--- src/rtl/whack_round_ctrl_if.sv ---
// Signal bundle between the round controller, the button/LED front end and the
// interval timer. The controller is the master side; the environment is the slave.
interface whack_round_ctrl_if;
  logic       start;
  logic       hit_valid;
  logic [2:0] hit_idx;
  logic       timeout;
  logic       timer_rst_n;
  logic [2:0] interval;
  logic       dir;
  logic [7:0] mole;
  logic [7:0] score;
  logic [3:0] misses;
  logic [7:0] round;
  logic       game_over;
  logic       busy;

  modport master (
    input  start, hit_valid, hit_idx, timeout,
    output timer_rst_n, interval, dir, mole, score, misses, round, game_over, busy
  );

  modport slave (
    output start, hit_valid, hit_idx, timeout,
    input  timer_rst_n, interval, dir, mole, score, misses, round, game_over, busy
  );
endinterface

--- src/rtl/whack_round_ctrl.sv ---
// Whack-a-mole round controller: re-arms the interval timer each round, lights a
// pseudo-random mole, and tracks score, misses, rounds and difficulty level.
module whack_round_ctrl #(
  parameter int ROUNDS         = 16,
  parameter int MAX_MISSES     = 3,
  parameter int LEVEL_HITS     = 4,
  parameter int START_INTERVAL = 7,
  parameter int MIN_INTERVAL   = 1,
  parameter logic [7:0] LFSR_SEED = 8'hA5
) (
  input logic            clk,
  input logic            rst_n,
  whack_round_ctrl_if.master bus
);

  localparam logic [2:0] IDLE   = 3'd0;
  localparam logic [2:0] ARM    = 3'd1;
  localparam logic [2:0] ACTIVE = 3'd2;
  localparam logic [2:0] RESULT = 3'd3;
  localparam logic [2:0] OVER   = 3'd4;

  logic [2:0] state;
  logic [7:0] lfsr;
  logic [2:0] mole_idx;
  logic [7:0] score_q;
  logic [3:0] misses_q;
  logic [7:0] round_q;

  logic [2:0] next_idx;
  logic       lfsr_fb;
  logic       is_hit;
  logic [8:0] round_inc;
  int         lvl;

  // Never light the same hole twice in a row.
  always_comb begin
    next_idx = lfsr[2:0];
    if (lfsr[2:0] == mole_idx)
      next_idx = lfsr[2:0] + 3'd1;
  end

  assign lfsr_fb   = lfsr[7] ^ lfsr[5] ^ lfsr[4] ^ lfsr[3];
  assign is_hit    = bus.hit_valid && (bus.hit_idx == mole_idx);
  assign round_inc = {1'b0, round_q} + 9'd1;

  // Signed int arithmetic so a large score cannot wrap the interval.
  always_comb begin
    lvl = START_INTERVAL - (int'(score_q) / LEVEL_HITS);
    if (lvl < MIN_INTERVAL)
      lvl = MIN_INTERVAL;
  end

  always_ff @(posedge clk) begin
    if (!rst_n) begin
      state    <= IDLE;
      lfsr     <= LFSR_SEED;
      mole_idx <= 3'd0;
      score_q  <= 8'd0;
      misses_q <= 4'd0;
      round_q  <= 8'd0;
    end else begin
      case (state)
        IDLE, OVER: begin
          if (bus.start) begin
            score_q  <= 8'd0;
            misses_q <= 4'd0;
            round_q  <= 8'd0;
            state    <= ARM;
          end
        end
        ARM: begin
          mole_idx <= next_idx;
          lfsr     <= {lfsr[6:0], lfsr_fb};
          state    <= ACTIVE;
        end
        ACTIVE: begin
          if (is_hit) begin
            if (score_q != 8'hFF)
              score_q <= score_q + 8'd1;
            state <= RESULT;
          end else if (bus.hit_valid || bus.timeout) begin
            misses_q <= misses_q + 4'd1;
            state    <= RESULT;
          end
        end
        RESULT: begin
          round_q <= round_inc[7:0];
          if ((round_inc == 9'(ROUNDS)) || (misses_q == 4'(MAX_MISSES)))
            state <= OVER;
          else
            state <= ARM;
        end
        default: state <= IDLE;
      endcase
    end
  end

  assign bus.timer_rst_n = (state == ACTIVE) || (state == RESULT);
  assign bus.interval    = 3'(lvl);
  assign bus.dir         = 1'b0;
  assign bus.mole        = (state == ACTIVE) ? (8'd1 << mole_idx) : 8'd0;
  assign bus.score       = score_q;
  assign bus.misses      = misses_q;
  assign bus.round       = round_q;
  assign bus.game_over   = (state == OVER);
  assign bus.busy        = (state == ARM) || (state == ACTIVE) || (state == RESULT);

endmodule
--- src/flat_wrapper.sv ---
// flat-port wrapper written by rule: the top's interface ports become plain ports
module whack_round_ctrl_flat 
#(
  parameter int ROUNDS         = 16,
  parameter int MAX_MISSES     = 3,
  parameter int LEVEL_HITS     = 4,
  parameter int START_INTERVAL = 7,
  parameter int MIN_INTERVAL   = 1,
  parameter logic [7:0] LFSR_SEED = 8'hA5
)
  (clk, rst_n, bus_start, bus_hit_valid, bus_hit_idx, bus_timeout, bus_timer_rst_n, bus_interval, bus_dir, bus_mole, bus_score, bus_misses, bus_round, bus_game_over, bus_busy);
  whack_round_ctrl_if bus_i ();
  input logic clk;
  input logic rst_n;
  input wire logic [$bits(bus_i.start)-1:0] bus_start;
  input wire logic [$bits(bus_i.hit_valid)-1:0] bus_hit_valid;
  input wire logic [$bits(bus_i.hit_idx)-1:0] bus_hit_idx;
  input wire logic [$bits(bus_i.timeout)-1:0] bus_timeout;
  output wire logic [$bits(bus_i.timer_rst_n)-1:0] bus_timer_rst_n;
  output wire logic [$bits(bus_i.interval)-1:0] bus_interval;
  output wire logic [$bits(bus_i.dir)-1:0] bus_dir;
  output wire logic [$bits(bus_i.mole)-1:0] bus_mole;
  output wire logic [$bits(bus_i.score)-1:0] bus_score;
  output wire logic [$bits(bus_i.misses)-1:0] bus_misses;
  output wire logic [$bits(bus_i.round)-1:0] bus_round;
  output wire logic [$bits(bus_i.game_over)-1:0] bus_game_over;
  output wire logic [$bits(bus_i.busy)-1:0] bus_busy;
  assign bus_i.start = bus_start;
  assign bus_i.hit_valid = bus_hit_valid;
  assign bus_i.hit_idx = bus_hit_idx;
  assign bus_i.timeout = bus_timeout;
  assign bus_timer_rst_n = bus_i.timer_rst_n;
  assign bus_interval = bus_i.interval;
  assign bus_dir = bus_i.dir;
  assign bus_mole = bus_i.mole;
  assign bus_score = bus_i.score;
  assign bus_misses = bus_i.misses;
  assign bus_round = bus_i.round;
  assign bus_game_over = bus_i.game_over;
  assign bus_busy = bus_i.busy;
  whack_round_ctrl #(.ROUNDS(ROUNDS), .MAX_MISSES(MAX_MISSES), .LEVEL_HITS(LEVEL_HITS), .START_INTERVAL(START_INTERVAL), .MIN_INTERVAL(MIN_INTERVAL), .LFSR_SEED(LFSR_SEED)) u_core (.clk(clk), .rst_n(rst_n), .bus(bus_i));
endmodule
--- config.mk ---
export PLATFORM = sky130hd
export DESIGN_NAME = whack_round_ctrl_flat
export DESIGN_NICKNAME = d
export VERILOG_FILES = /design/src/rtl/whack_round_ctrl_if.sv /design/src/rtl/whack_round_ctrl.sv /design/src/flat_wrapper.sv
export SDC_FILE = /design/constraint.sdc
export NUM_CORES = 1
export LEC_CHECK = 0
export CAP_MARGIN = 10
export CORE_MARGIN = 4
export CORE_UTILIZATION = 50
export CTS_CLUSTER_DIAMETER = 50
export DETAILED_ROUTE_END_ITERATION = 16
export PLACE_DENSITY = 0.8
export SLEW_MARGIN = 20
export SYNTH_ARGS = -nofsm -noshare
export SYNTH_HDL_FRONTEND = slang
export SYNTH_SLANG_ARGS = --single-unit
export TNS_END_PERCENT = 30
--- constraint.sdc ---
create_clock -name clk -period 2.4 [get_ports clk]
set_clock_uncertainty 0.2 [all_clocks]
set_input_delay 0.36 -clock clk [delete_from_list [all_inputs] [get_ports clk]]
set_output_delay 0.36 -clock clk [all_outputs]
set_load 0.01 [all_outputs]
=== Word-level counts from Yosys, hierarchy flattened ===
Cells that the tools add are included.

* Add/subtract/negate cells: 5
* Order comparisons: 1
* Equal/unequal tests: 15
* Shift operators: 1
* Multiplexer cells: 17
* Bitwise logic cells: 3
* Reduce and logical (&&, ||, !) cells: 14

{| class="wikitable"
|+ Operator list
! operator !! number
|-
| 8-bit 2-to-1 mux || 4
|-
| 8-bit case mux with 2 select lines || 2
|-
| 3-bit 2-to-1 mux || 6
|-
| 4-bit 2-to-1 mux || 3
|-
| 3-bit case mux with 4 select lines || 1
|-
| 8-bit by 1-bit adder with 9-bit output, second input constant || 1
|-
| 9-bit by 5-bit equality test with 1-bit output, second input constant || 1
|-
| 8-bit by 1-bit adder with 8-bit output, second input constant || 1
|-
| 8-bit inequality test, second input constant || 1
|-
| 4-bit case mux with 2 select lines || 1
|-
| 4-bit AND reduction || 2
|-
| 1-bit by 3-bit left shift with 8-bit output, first input constant || 1
|-
| 7-bit by 2-bit < comparator with 1-bit output, second input constant || 1
|-
| 3-bit by 6-bit subtractor with 7-bit output, first input constant || 1
|-
| 3-bit by 2-bit equality test with 1-bit output, second input constant || 2
|-
| 3-bit equality test || 2
|-
| 2-bit by 1-bit inequality test with 1-bit output, second input constant || 3
|-
| 1-bit logical OR || 5
|-
| 4-bit by 1-bit adder with 4-bit output, second input constant || 1
|-
| 4-bit by 2-bit equality test with 1-bit output, second input constant || 1
|-
| 2-bit inequality test, second input constant || 2
|-
| 2-bit AND reduction || 2
|-
| 2-bit nonzero test || 2
|-
| 3-bit by 1-bit adder with 3-bit output, second input constant || 1
|-
| other kinds (7) || 9
|}

* Register bits after elaboration: 34
* Bits of input ports: 8
* Output and inout port bits: 35
* Logic and storage cells: 62

=== Depth between registers and ports, before layout ===
Gate-level depths: netlist of the first run.

* Depth after elaboration: 5
* Depth in mapped cells: 7
* Depth with buffers taken out: 6

=== Worst setup path after synthesis of the first run ===
Ideal clock, no wire load.

* Kind: register to output
* Start: register u_core.state[0]
* End: output port bus_mole[0]
* Arrival time: 1.514 ns
* Data required time: 1.840 ns
* Path slack: 0.326 ns
* Cell stages (with the launch flop): 6
* Path buffers: 2
* Cell sequence: dfxtp_1 buf_6 or3b_1 buf_6 or2_2 nor3_1

* Longest elaborated chain between the ends: 2

{| class="wikitable"
|+ RTL lines
! element !! RTL line !! source
|-
| start, declared || whack_round_ctrl.sv:22 || <nowiki>logic [2:0] state;</nowiki>
|-
| start signal, assigned || whack_round_ctrl.sv:55 || <nowiki>state <= IDLE;</nowiki>
|-
| start signal, assigned || whack_round_ctrl.sv:68 || <nowiki>state <= ARM;</nowiki>
|-
| start signal, assigned || whack_round_ctrl.sv:74 || <nowiki>state <= ACTIVE;</nowiki>
|-
| 3-bit by 2-bit equality test with 1-bit output || whack_round_ctrl.sv:101 || <nowiki>assign bus.mole = (state == ACTIVE) ? (8'd1 << mole_idx) : 8'd0;</nowiki>
|-
| 8-bit 2-to-1 mux || whack_round_ctrl.sv:101 ||
|-
| end, declared || flat_wrapper.sv:22 || <nowiki>output wire logic [$bits(bus_i.mole)-1:0] bus_mole;</nowiki>
|}

Every way passes these cells.

=== Worst setup path in the final report of the first run ===
* Start: register u_core.state[1]
* End: output port bus_mole[0]

The elaborated chain is that of the path after synthesis.

==> metrics.yaml, run 1 <==
clkTransAtPathRegs_ns: 0.06
drtIter0Drc: 75
drc_errors: 0
htree_num_levels: 2
max_freq_mhz: 434
hpwl_um: 2930
reg2reg_from: "u_core.bus.round[0]$_SDFFE_PN0P_"
grt_pass1_vias: 1552
power_density_nw_per_um2: 558
cts_buffers: 5
vias: 1722
hp-class: "register to register"
antenna_found_initial: 0
netlist_area_um2: 1860
cts_root_buf: "clkbuf_8"
die_area_um2: 4750
grt_pass1_wl_um: 6760
swShare_pct: 28.5
rsz0062_at_grt: "no"
wl_met2_um: 1920
met1_length_um: 1880
total_leakage_power_nw: 0.892
grt.total_usage_pct: 18.6
syn_nets: 242
ir_worst_vdd_mv: 0.453
clock_latency_ns: 0.27
finalPower_w: 0.00132
worst_pin_slew_ns: 0.499
p_int_w: 0.000947
slew_headroom_pct: 66.7
drtAntennaViolNets: 0
ctsResizeCount: 6
die_x_um: 68.9
clock-sinks: 34
crit_type: "register to primary output"
clk_path_buf_depth: 2
drive_gt1_share_pct: 8.55
wl_um: 4040
viasPerCell: 5.47
clkPwrFrac_pct: 30.6
synth-seq-cells: 34
cp-start-kind: "register"
io_buffers: 41
outcome: "completed"
fin_crit_ns: 2.30
pin_count: 43
firstDrtPassIters: 4
top_layer: "met4"
synth_edf_count: 0
yosysSeqAreaShare_pct: 36.7
startpoint: "u_core.state[1]$_SDFFE_PN0P_"
setup_viol: 0
diodes: 0
async_flop_share_pct: 0
arrival_ns: 1.74
min_period_over_period_pct: 96.0
cts_tree: "yes"
gp_congestion: 0.828
overflow: 0
tns_ns: 0
slew_violations: 0
layout_setup_ws_ns: 0.0964
row_count: 21
hold_violations: 0
cts_setup_buffers: 0
cap_violations: 0
timing.hold.ws_ns: 0.263
area_growth_pct: 27.8
crit_required_ns: 1.84
die_h_um: 68.9
wl_per_cell_um: 12.8
hp-start: "u_core.lfsr[6]$_SDFFE_PN0P_"
met3_length_um: 205
combinationalPowerShare_pct: 21.1
power.switching_w: 0.000377
pre_cts_ws_ns: 0.0927
synth_ff_type: "dfxtp_1"
synth_cells: 230
seq_power_share_pct: 48.3
cp-end-kind: "primary output"
avgSynthCellArea_um2: 8.07
nets: 282
ctsHoldBuffers: 0
fp.coreArea_um2: 3470
grt_max_degree: 17
start_util_pct: 53.5
ys_types: 49
yosysWarnings: 0
crit_fanout: 4
metal layers:
metal / track usage, % / up-vias
met1: 22.9 / 803
met5: 0 / -
met2: 31.9 / 32
li1: - / 885
met3: 5.19 / 2
met4: 4.38 / 0
metrics by stage:
stage	cells	area, µm²	utilization (%)
after floorplan	230	1860	-
after global placement	309	2290	66.1
after detailed placement	309	2290	66.1
after CTS	315	2370	68.2
after global routing	315	2370	68.4
final	315	2370	68.4
flip-flops by register name, summed over array words and instances, names as in the netlist:
| name | cells |
|---|---|
| u_core.lfsr | 8 |
| u_core.mole_idx | 3 |
| u_core.bus.misses | 4 |
| u_core.state | 3 |
| u_core.bus.round | 8 |
| u_core.bus.score | 8 |
Yosys cell counts, types with 2 or more instances:
cell      instances  area (µm²)
dfxtp_1          34         681
nand2_1          29         109
nor2_1           29         109
xnor2_1          17         149
a21oi_1          16        80.1
nand3_1          15        75.1
o21ai_0           8        40.0
clkbuf_1          6        22.5
nor3_1            6        30.0
and3_1            5        31.3
buf_2             5        25.0
nor4_2            5        62.6
a31oi_1           4        25.0
ha_1              4        50.1
nand2b_1          3        18.8
nand4_1           3        18.8
a22oi_1           2        15.0
and2_1            2        12.5
buf_6             2        22.5
inv_1             2        7.51
nand3b_1          2        15.0
nor3b_1           2        15.0
nor4_1            2        12.5
xor2_1            2        17.5
critical path, cell delays in order, from the launching register on:
cell and delay (ns):
dfxtp_1 0.33, or3b_1 0.38, or2_2 0.33, nor3_1 0.17
clkdlybuf4s15_1 0.26
power groups by stage:
stage | clock [W] | sequential, W | combinational, W
final | 0.000405 | 0.000640 | 0.000279
after CTS | 0.000413 | 0.000640 | 0.000280
after global routing | 0.000431 | 0.000646 | 0.000316
after global placement | 0 | 0.000651 | 0.000274
after detailed placement | 0 | 0.000652 | 0.000280
after floorplan | 0 | 0.000635 | 0.000220
layout by cell type, fill, tap and decap left out, types with 3 or more instances in the layout:
master	count
a21oi_1	16
a31oi_1	4
and3_1	5
buf_4	6
clkbuf_8	6
clkdlybuf4s50_1	33
dfxtp_1	34
dlygate4sd2_1	5
ha_1	4
nand2_1	29
nand2b_1	3
nand3_1	15
nand4_1	3
nor2_1	29
nor3_1	6
nor4_2	5
o21ai_0	8
xnor2_1	17
logic make-up (layout without fill, tap and decap cells):
logic type / Yosys count / count (layout) / synth area share [%]
AO/OA/AOI/OAI: 40 / 40 / 13.1
XOR/XNOR: 19 / 19 / 8.97
adder cells (fa/ha/maj): 4 / 4 / 2.70
buffers and inverters: 16 / 55 / 4.59
flip-flops: 34 / 34 / 36.7
multiplexers: 1 / 1 / 0.539
other: 1 / 1 / 0.202
AND/OR/NAND/NOR: 115 / 115 / 33.2
layout make-up:
| class | count | area, µm² |
|---|---|---|
| Clock buffer | 6 | 82.6 |
| Fill cell | 297 | 1100 |
| Inverter | 2 | 7.51 |
| Multi-Input combinational cell | 180 | 1090 |
| Sequential cell | 34 | 681 |
| Tap cell | 46 | 57.6 |
| Timing Repair Buffer | 47 | 454 |
final timing paths:
check | cells past startpoint | endpoint | slack [ns]
setup reg to reg | 5 | u_core.state[0]$_SDFFE_PN0P_ | 0.48
hold / removal | 2 | u_core.lfsr[6]$_SDFFE_PN0P_ | 0.26
setup / recovery | 4 | bus_mole[0] | 0.1
hold reg to reg | 2 | u_core.lfsr[6]$_SDFFE_PN0P_ | 0.26
No activity file was read; power rests on OpenSTA's default activity.
==> run 2, diff against run 1 <==
--- a/config.mk
+++ b/config.mk
@@ -11,6 +11,7 @@
 export CTS_CLUSTER_DIAMETER = 50
 export DETAILED_ROUTE_END_ITERATION = 16
 export PLACE_DENSITY = 0.8
+export SKIP_LAST_GASP = 1
 export SLEW_MARGIN = 20
 export SYNTH_ARGS = -nofsm -noshare
 export SYNTH_HDL_FRONTEND = slang
==> run 2 against run 1 <==
  * The run now ends with setup timing left
  * Worst hold slack unchanged
  * Register-to-register slack about the same
  * Largest power group unchanged
  * Critical path depth unchanged
  * Critical endpoint is now bus_mole[2]
  * Die area unchanged
==> metrics.yaml, run 2 (synthesis gave the netlist of run 1 again) <==
path_cells: "or3b_1 -> or2_2 -> nor2_1 -> clkdlybuf4s50_1"
wl_per_cell_um: 12.9
multiInputGateArea_um2: 1090
nets: 282
clk_path_buf_depth: 2
p_int_w: 0.000947
hold_end: "u_core.lfsr[6]$_SDFFE_PN0P_"
hold_violations: 0
min_period_over_period_pct: 104
crit_type: "register to primary output"
clkPwrFrac_pct: 30.6
setup_viol: 2
hp-class: "register to register"
pre_cts_ws_ns: 0.0927
reg2reg_from: "u_core.bus.round[0]$_SDFFE_PN0P_"
hp-start: "u_core.lfsr[6]$_SDFFE_PN0P_"
grt_pass1_vias: 1552
slew_violations: 0
io_buffers: 41
ff2ff_path_depth: 5
cts_setup_buffers: 0
place_inst: 309
crit_fanout: 4
worst_pin_slew_ns: 0.499
grt_pass1_wl_um: 6760
drtIter0Drc: 73
fin_crit_ns: 2.50
crit_family: "simple AND/OR/NAND/NOR gates"
layout_setup_ws_ns: -0.101
cts_tree: "yes"
die_h_um: 68.9
drtAntennaViolNets: 0
seq_area_um2: 681
clock-sinks: 34
layout_commonest_cell: "clkdlybuf4s50_1"
row_count: 21
firstDrtPassIters: 4
gp_congestion: 0.828
area_growth_pct: 28.1
power.switching_w: 0.000378
antenna_found_initial: 0
fillCellCount: 296
diodes: 0
slew_headroom_pct: 66.7
failed_checks: "setup timing"
ir_worst_vdd_mv: 0.453
clkTransAtPathRegs_ns: 0.06
arrival_ns: 1.94
drc_errors: 0
rr_endpoint: "u_core.state[0]$_SDFFE_PN0P_"
r2r_slack_ns: 0.48
htree_num_levels: 2
cp-start-kind: "register"
start_util_pct: 53.5
cap_violations: 0
pin_count: 43
viasPerCell: 5.47
cp_num_buf_inv: 1
cp-end-kind: "primary output"
wl_um: 4050
cts_root_buf: "clkbuf_8"
fp.coreArea_um2: 3470
die_x_um: 68.9
grt.total_usage_pct: 18.6
worstHoldPathCells: 2
cp_slowest_cell: "clkdlybuf4s50_1"
grt_max_degree: 17
hpwl_um: 2930
drive_gt1_share_pct: 8.55
crit_required_ns: 1.84
outcome: "finished with violations"
seq_power_share_pct: 48.3
combinationalPowerShare_pct: 21.1
vias: 1724
die_area_um2: 4750
slowest_delay_ns: 0.53
stdcell_count: 315
swShare_pct: 28.5
layout_common_cells: "clkdlybuf4s50_1, dfxtp_1, nand2_1, nor2_1, xnor2_1"
rsz0062_at_grt: "yes"
power_density_nw_per_um2: 557
total_leakage_power_nw: 0.871
max_freq_mhz: 400
clock_latency_ns: 0.27
cts_buffers: 5
overflow: 0
[run 2: cell count changes in the layout (fill, tap and decap cells not counted), sizes merged]
cell,delta
clkdlybuf4s15,-1
clkdlybuf4s50,+5
dlygate4sd2,-4
[run 2: power by group through the flow]
stage               combinational (W)  sequential [W]  clock [W]
finish                       0.000279        0.000640   0.000405
global route                 0.000317        0.000646   0.000431
CTS                          0.000281        0.000640   0.000413
detailed placement           0.000280        0.000652          0
global placement             0.000274        0.000651          0
floorplan                    0.000220        0.000635          0
[run 2: worst max-delay path by stage]
stage                                            start           to  slack (ns)  cells after the start
after floorplan           u_core.state[0]$_SDFFE_PN0P_  bus_mole[0]        0.33                      5
after global placement    u_core.state[0]$_SDFFE_PN0P_  bus_mole[0]        0.15                      4
after detailed placement  u_core.state[1]$_SDFFE_PN0P_  bus_mole[0]        0.09                      4
after CTS                 u_core.state[1]$_SDFFE_PN0P_  bus_mole[3]       -0.15                      4
after global routing      u_core.state[1]$_SDFFE_PN0P_  bus_mole[2]       -0.18                      4
final                     u_core.state[1]$_SDFFE_PN0P_  bus_mole[2]       -0.10                      4
[run 2: final cells by class]
type | instances | area share, %
Tap cell | 46 | 2.42
Inverter | 2 | 0.316
Timing Repair Buffer | 47 | 19.3
Clock buffer | 6 | 3.47
Multi-Input combinational cell | 180 | 45.8
Sequential cell | 34 | 28.6
[run 2: per-stage QoR]
step,cell area (µm²),TNS [ns],power (W),hold slack (ns),utilization [%]
after floorplan,1860,0,0.000855,0.237,-
after global placement,2290,0,0.000925,0.247,66.1
after detailed placement,2290,0,0.000932,0.258,66.1
after CTS,2370,-0.439,0.00133,0.266,68.4
after global routing,2380,-0.688,0.00139,0.286,68.5
final,2380,-0.123,0.00132,0.263,68.5
[run 2: metal layers]
layer | track usage, % | vias to the layer above | part of all wire, %
met2 | 31.9 | 32 | 48
met1 | 22.9 | 805 | 47
met3 | 5.19 | 2 | 4.9
met5 | 0 | - | 0
li1 | - | 885 | -
met4 | 4.38 | 0 | 0.67
[run 2: worst min-delay path: cells and delay by family (launching register included)]
kind	cells	cell delay (ns)
simple gates	1	0.05
flops	1	0.31
compound gates	1	0.05
[run 2: what timing repair did]
item / CTS / global route
hold endpoints to repair: 0 / 0
setup endpoints to repair: 6 / 8
hold buffers: 0 / 0
resized for setup: 1 / 2
==> run 3, diff against run 2 <==
--- a/config.mk
+++ b/config.mk
@@ -5,7 +5,6 @@
 export SDC_FILE = /design/constraint.sdc
 export NUM_CORES = 1
 export LEC_CHECK = 0
-export CAP_MARGIN = 10
 export CORE_MARGIN = 4
 export CORE_UTILIZATION = 50
 export CTS_CLUSTER_DIAMETER = 50
==> results of run 3 <==
The final DEF is identical to that of run 2; final timing and power are the same.
